==> src/rtl/product_accumulator_if.sv <==
// Handshake bundle between the multiplier-side producer, the accumulator and the result consumer.
// Both channels use valid/ready: a transfer happens on a rising clk edge where valid and ready are both 1.
interface product_accumulator_if #(
    parameter int PW    = 8,
    parameter int AW    = 12,
    parameter int TERMS = 4
);
    localparam int CW = $clog2(TERMS + 1);

    logic          in_valid;
    logic          in_ready;
    logic [PW-1:0] product;
    logic          sub;
    logic          in_last;
    logic          out_valid;
    logic          out_ready;
    logic [AW-1:0] out_sum;
    logic [CW-1:0] out_terms;
    logic          out_overflow;

    modport master (
        output in_valid, product, sub, in_last, out_ready,
        input  in_ready, out_valid, out_sum, out_terms, out_overflow
    );

    modport slave (
        input  in_valid, product, sub, in_last, out_ready,
        output in_ready, out_valid, out_sum, out_terms, out_overflow
    );
endinterface

==> src/rtl/product_accumulator.sv <==
// Signed multiply-accumulate back end: sums TERMS unsigned products (add or subtract) and holds the result.
// Define PACC_SATURATE_EN to clamp on signed overflow instead of wrapping modulo 2^AW.
module product_accumulator #(
    parameter int PW    = 8,
    parameter int AW    = 12,
    parameter int TERMS = 4
) (
    input  logic                 clk,
    input  logic                 reset,
    product_accumulator_if.slave bus,
    output logic                 state_dbg
);
    localparam int CW = $clog2(TERMS + 1);

    typedef enum logic {
        ACCUM = 1'b0,
        HOLD  = 1'b1
    } state_t;

    state_t        state_q, state_d;
    logic [AW-1:0] acc_q;
    logic [CW-1:0] count_q;
    logic          ovf_q;
    logic [AW-1:0] out_sum_q;
    logic [CW-1:0] out_terms_q;
    logic          out_ovf_q;

    logic          accept;
    logic          done;
    logic          release_hold;
    logic [AW:0]   sum_ext;
    logic          step_ovf;
    logic [AW-1:0] acc_next;

    // One extra bit holds the exact result; the top two bits disagreeing means the AW-bit result overflowed.
    always_comb begin
        sum_ext  = bus.sub ? ({acc_q[AW-1], acc_q} - (AW+1)'(bus.product))
                           : ({acc_q[AW-1], acc_q} + (AW+1)'(bus.product));
        step_ovf = sum_ext[AW] ^ sum_ext[AW-1];
`ifdef PACC_SATURATE_EN
        if (step_ovf)
            acc_next = sum_ext[AW] ? {1'b1, {(AW-1){1'b0}}} : {1'b0, {(AW-1){1'b1}}};
        else
            acc_next = sum_ext[AW-1:0];
`else
        acc_next = sum_ext[AW-1:0];
`endif
    end

    always_comb begin
        state_d       = state_q;
        accept        = 1'b0;
        done          = 1'b0;
        release_hold  = 1'b0;
        bus.in_ready  = 1'b0;
        bus.out_valid = 1'b0;
        case (state_q)
            ACCUM: begin
                bus.in_ready = 1'b1;
                accept       = bus.in_valid;
                if (accept && (bus.in_last || count_q == CW'(TERMS - 1))) begin
                    done    = 1'b1;
                    state_d = HOLD;
                end
            end
            HOLD: begin
                bus.out_valid = 1'b1;
                if (bus.out_ready) begin
                    release_hold = 1'b1;
                    state_d      = ACCUM;
                end
            end
            default: state_d = ACCUM;
        endcase
    end

    always_ff @(posedge clk) begin
        if (reset) begin
            state_q     <= ACCUM;
            acc_q       <= '0;
            count_q     <= '0;
            ovf_q       <= 1'b0;
            out_sum_q   <= '0;
            out_terms_q <= '0;
            out_ovf_q   <= 1'b0;
        end else begin
            state_q <= state_d;
            if (accept) begin
                acc_q   <= acc_next;
                count_q <= count_q + CW'(1);
                ovf_q   <= ovf_q | step_ovf;
            end
            if (done) begin
                out_sum_q   <= acc_next;
                out_terms_q <= count_q + CW'(1);
                out_ovf_q   <= ovf_q | step_ovf;
            end
            // The group is cleared only once the consumer has taken the result.
            if (release_hold) begin
                acc_q   <= '0;
                count_q <= '0;
                ovf_q   <= 1'b0;
            end
        end
    end

    assign bus.out_sum      = out_sum_q;
    assign bus.out_terms    = out_terms_q;
    assign bus.out_overflow = out_ovf_q;
    assign state_dbg        = (state_q == HOLD);
endmodule
==> src/flat_wrapper.sv <==
// flat-port wrapper written by rule: the top's interface ports become plain ports
module product_accumulator_flat 
#(
    parameter int PW    = 8,
    parameter int AW    = 12,
    parameter int TERMS = 4
)
  (clk, reset, state_dbg, bus_in_valid, bus_product, bus_sub, bus_in_last, bus_out_ready, bus_in_ready, bus_out_valid, bus_out_sum, bus_out_terms, bus_out_overflow);
  product_accumulator_if #(.PW(PW), .AW(AW), .TERMS(TERMS)) bus_i ();
  input  logic clk;
  input  logic reset;
  output logic state_dbg;
  input wire logic [$bits(bus_i.in_valid)-1:0] bus_in_valid;
  input wire logic [$bits(bus_i.product)-1:0] bus_product;
  input wire logic [$bits(bus_i.sub)-1:0] bus_sub;
  input wire logic [$bits(bus_i.in_last)-1:0] bus_in_last;
  input wire logic [$bits(bus_i.out_ready)-1:0] bus_out_ready;
  output wire logic [$bits(bus_i.in_ready)-1:0] bus_in_ready;
  output wire logic [$bits(bus_i.out_valid)-1:0] bus_out_valid;
  output wire logic [$bits(bus_i.out_sum)-1:0] bus_out_sum;
  output wire logic [$bits(bus_i.out_terms)-1:0] bus_out_terms;
  output wire logic [$bits(bus_i.out_overflow)-1:0] bus_out_overflow;
  assign bus_i.in_valid = bus_in_valid;
  assign bus_i.product = bus_product;
  assign bus_i.sub = bus_sub;
  assign bus_i.in_last = bus_in_last;
  assign bus_i.out_ready = bus_out_ready;
  assign bus_in_ready = bus_i.in_ready;
  assign bus_out_valid = bus_i.out_valid;
  assign bus_out_sum = bus_i.out_sum;
  assign bus_out_terms = bus_i.out_terms;
  assign bus_out_overflow = bus_i.out_overflow;
  product_accumulator #(.PW(PW), .AW(AW), .TERMS(TERMS)) u_core (.clk(clk), .reset(reset), .bus(bus_i), .state_dbg(state_dbg));
endmodule
==> config.mk <==
export PLATFORM = sky130hd
export DESIGN_NAME = product_accumulator_flat
export DESIGN_NICKNAME = d
export VERILOG_FILES = /design/src/rtl/product_accumulator_if.sv /design/src/rtl/product_accumulator.sv /design/src/flat_wrapper.sv
export SDC_FILE = /design/constraint.sdc
export NUM_CORES = 1
export LEC_CHECK = 0
export ABC_AREA = 1
export BUFFER_PORTS_ARGS = -buffer_cell sky130_fd_sc_hd__clkbuf_2
export CAP_MARGIN = 20
export CELL_PAD_IN_SITES_DETAIL_PLACEMENT = 1
export CELL_PAD_IN_SITES_GLOBAL_PLACEMENT = 1
export CORE_ASPECT_RATIO = 0.75
export CORE_MARGIN = 2
export CORE_UTILIZATION = 45
export CTS_BUF_LIST = sky130_fd_sc_hd__clkbuf_4 sky130_fd_sc_hd__clkbuf_8
export DETAILED_ROUTE_END_ITERATION = 8
export GPL_TIMING_DRIVEN = 0
export PLACE_DENSITY = 0.92
export SYNTH_ARGS = -nofsm -noshare
export SYNTH_HDL_FRONTEND = slang
export SYNTH_SLANG_ARGS = --single-unit
==> constraint.sdc <==
create_clock -name clk -period 6.2 [get_ports clk]
set_input_delay 0.93 -clock clk [delete_from_list [all_inputs] [get_ports clk]]
set_output_delay 0.93 -clock clk [all_outputs]
set_load 0.01 [all_outputs]
==> key figures <==
Layout
  – Filler cells: between 600 and 700
  – Layout area overhead: 14.6%
  – Share of cells above drive strength 1: 0.232
  – # diodes: 0
  – Fin nets: between 300 and 400
  – Post-layout util: 0.548

Worst hold path
  – HP Class: reg2reg
  – Hold Crit Endpoint: u_core.ovf_q$_SDFFE_PP0P_
  – Hold path depth: 2
  – Hold Startpoint: u_core.ovf_q$_SDFFE_PP0P_

Global route
  – Grt total ovfl: 0
  – Largest net degree at the start of global routing: 12
  – Gr usage total: 0.244
  – Vias in the first global route: between 2000 and 2500
  – First-pass GRT wire length: a little over 10 mm
  – Initial antenna violation count: 0

Timing
  – Pins Over Slew Limit: 0
  – Worst rel slew slack: 0.632
  – Slew @ Worst Pin: around 550 ps
  – Final period util: 0.516
  – Setup TNS Final: 0 ps
  – Hold Slack: around 470 ps
  – Fmax: around 0.31 GHz
  – Smallest setup slack after layout: about 3000 ps
  – RSZ-0062 raised after global routing: false
  – Final hold vios: 0
  – Final setup vio count: 0
  – Clock skew: roughly 6.2 ps
  – Fin crit period: approximately 3200 ps

Synthesis
  – Synth warn: 0
  – Avg Synthesized Cell Area: 6.95 sq um
  – Seq/Total Area, Yosys: 0.304
  – EDFF count, synth: 0
  – Post-Syn Area: around 2200 sq um
  – Syn Nets: 343
  – Synth Instances: around 310
  – Dominant synthesized flop cell: dfxtp_1
  – Fraction of registers with async set or reset after synthesis: 0
  – Yosys cell types: 34
  – #FFs+latches synth: 33

Placement
  – GP Congestion: between 0.8 and 0.9
  – Port buffer count: 32
  – Worst Setup Slack post-DPL: ~2700 ps
  – DP HPWL: 5.01 mm

Pwr
  – Clock network fraction of total power: 0.242
  – Sw Ratio: 0.389
  – Pwr dens: roughly 260 nW/um^2
  – VDD IR max: 0.168 mV
  – Seq pwr share: 0.383
  – Leak pwr: 0.00137 uW
  – Int Power: roughly 400 uW
  – NetSw: 256 uW
  – Combinational share of power: 0.376

CTS
  – Clock buffer depth: 2
  – TritonCTS buffer count: 5
  – Cts hold-fix bufs: 0
  – Resize count post-CTS: 0
  – Clk root buf: clkbuf_8
  – Clk slew on worst S/H paths: roughly 70 ps
  – H-tree depth: 2
  – CTS tree: yes
  – Setup bufs post-CTS: 0
  – Clock Sink Count: 33
  – Clk Latency, worst-skew pair: around 290 ps

Routing
  – Avg Vias per Cell: 5.22
  – Post-DRT Antenna Nets: 0
  – Starting DRT DRC Count: 91
  – Routed wire length: slightly above 6 mm
  – Routed WL per cell: 15.0 um
  – Via Count: about 2100
  – Pre-Repair DR Iteration Count: 4
  – Drt drc: 0

Worst setup path
  – RR Startpoint: u_core.acc_q[0]$_SDFFE_PP0P_
  – Critical Path End Type: flip-flop
  – Worst Reg-to-Reg Cells: 11
  – WP data arrival: 3380 ps
  – RR Endpoint: u_core.acc_q[10]$_SDFFE_PP0P_
  – R2R Setup Slk: between 4000 and 5000 ps
  – Startpoint Class: input pin
  – Critical setup path kind: in2reg
  – WP data required: roughly 6400 ps
  – Setup crit start: bus_product[2]
  – Critical path peak fanout: 5

Run status
  – Status: completed

Floorplan
  – # IOs: 33
  – Core area: about 4500 sq um
  – Initial Utilization: 0.478
  – Die Y-Extent: ~64 um
  – Die X: roughly 84 um
  – Rows: 21
  – Die area: 5410 sq um

Flow run
  – Max-Cap Viols: 0
==> power by group through the flow <==
stage,Combinational [uW],Clock (uW),Sequential (uW)
global placement,232,0,255
finish,247,159,252
CTS,248,162,252
floorplan,174,0,256
global route,278,175,254
detailed placement,246,0,256
==> synthesized netlist by cell type, types with 2 or more instances <==
master,count,share of area
a211oi_1,3,0.010
a21oi_1,9,0.021
a21oi_2,7,0.028
a31oi_1,2,0.0058
buf_2,2,0.0046
buf_4,2,0.0069
clkbuf_1,2,0.0035
dfxtp_1,33,0.30
ha_1,15,0.086
inv_1,46,0.079
inv_2,6,0.010
nand2_1,53,0.091
nand2_2,13,0.037
nand3_1,9,0.021
nand3_2,3,0.014
nand4_1,2,0.0058
nor2_1,48,0.083
nor2_2,4,0.012
o211ai_1,5,0.017
o21ai_0,21,0.048
o21ai_1,2,0.0046
xnor2_1,3,0.012
xor2_1,12,0.048
==> final cells by class <==
| cell class | instances | area [sq um] | share of cell area |
|---|---|---|---|
| buffer | 7 | 40.0 | 0.0161 |
| sequential | 33 | 661 | 0.265 |
| tap | 57 | 71.3 | 0.0286 |
| clock buffer | 5 | 68.8 | 0.0276 |
| timing repair buffer | 32 | 160 | 0.0643 |
| inverter | 53 | 199 | 0.0798 |
| multi-input combinational | 220 | 1270 | 0.512 |
| clock inverter | 3 | 17.5 | 0.00703 |
==> metal layers <==
metal,GRT usage,vias up,share of wire
met4,0.0746,0,0.022
met5,0,-,0
met3,0.0581,14,0.029
li1,-,1058,-
met1,0.297,1041,0.46
met2,0.427,28,0.48
==> metrics by stage <==
stage | std cells | power (uW) | instance area (sq um)
2_1_floorplan | 313 | 430 | 2170
3_3_place_gp | 402 | 486 | 2410
3_5_place_dp | 402 | 502 | 2410
4_1_cts | 410 | 661 | 2490
5_1_grt | 410 | 706 | 2490
6_report | 410 | 658 | 2490
==> flip-flops by register name, indices dropped and copies added, names as in the netlist <==
| name | cells |
|---|---|
| u_core.bus.out_overflow | 1 |
| u_core.ovf_q | 1 |
| u_core.count_q | 3 |
| u_core.bus.out_terms | 3 |
| u_core.acc_q | 12 |
| u_core.state_dbg | 1 |
| u_core.bus.out_sum | 12 |
==> how the worst max path moves through the flow <==
| stage | end | slack, ps |
|---|---|---|
| final | u_core.acc_q[9]$_SDFFE_PP0P_ | 3000 |
| after global routing | u_core.bus.out_overflow$_SDFFE_PP0P_ | 2710 |
| after CTS | u_core.bus.out_overflow$_SDFFE_PP0P_ | 2980 |
| after detailed placement | u_core.bus.out_overflow$_SDFFE_PP0P_ | 2670 |
| after global placement | u_core.bus.out_overflow$_SDFFE_PP0P_ | 2820 |
| after floorplan | u_core.bus.out_overflow$_SDFFE_PP0P_ | 3300 |
==> worst max-delay path, stage by stage <==
cell	delay, ps
clkbuf_2	130
nor3_1	280
nand2_1	100
o21ai_0	240
xor2_1	190
inv_1	60
ha_1	410
nand2_1	120
nor2_2	170
a21oi_2	110
o21bai_1	250
or2_1	180
nand3_1	90
nand2_1	80
inv_1	40
==> layout by cell type (no fill, tap or decap), drive strengths merged, types with 4 or more instances in the layout <==
cell type and count:
a21oi 16, buf 4, clkbuf 40, dfxtp 33
ha 15, inv 52, nand2 67, nand3 12
nor2 53, o211ai 5, o21ai 24, xor2 12
==> logic make-up (layout without fill, tap and decap cells) <==
group | count (synthesis) | in the layout | synth area share
flops | 33 | 33 | 0.304
fa+ha+maj | 16 | 16 | 0.0955
xor+xnor | 15 | 15 | 0.0604
simple gates | 136 | 136 | 0.279
compound gates | 53 | 53 | 0.151
buf+inv | 60 | 100 | 0.110
Power figures use the tool's default switching activity.
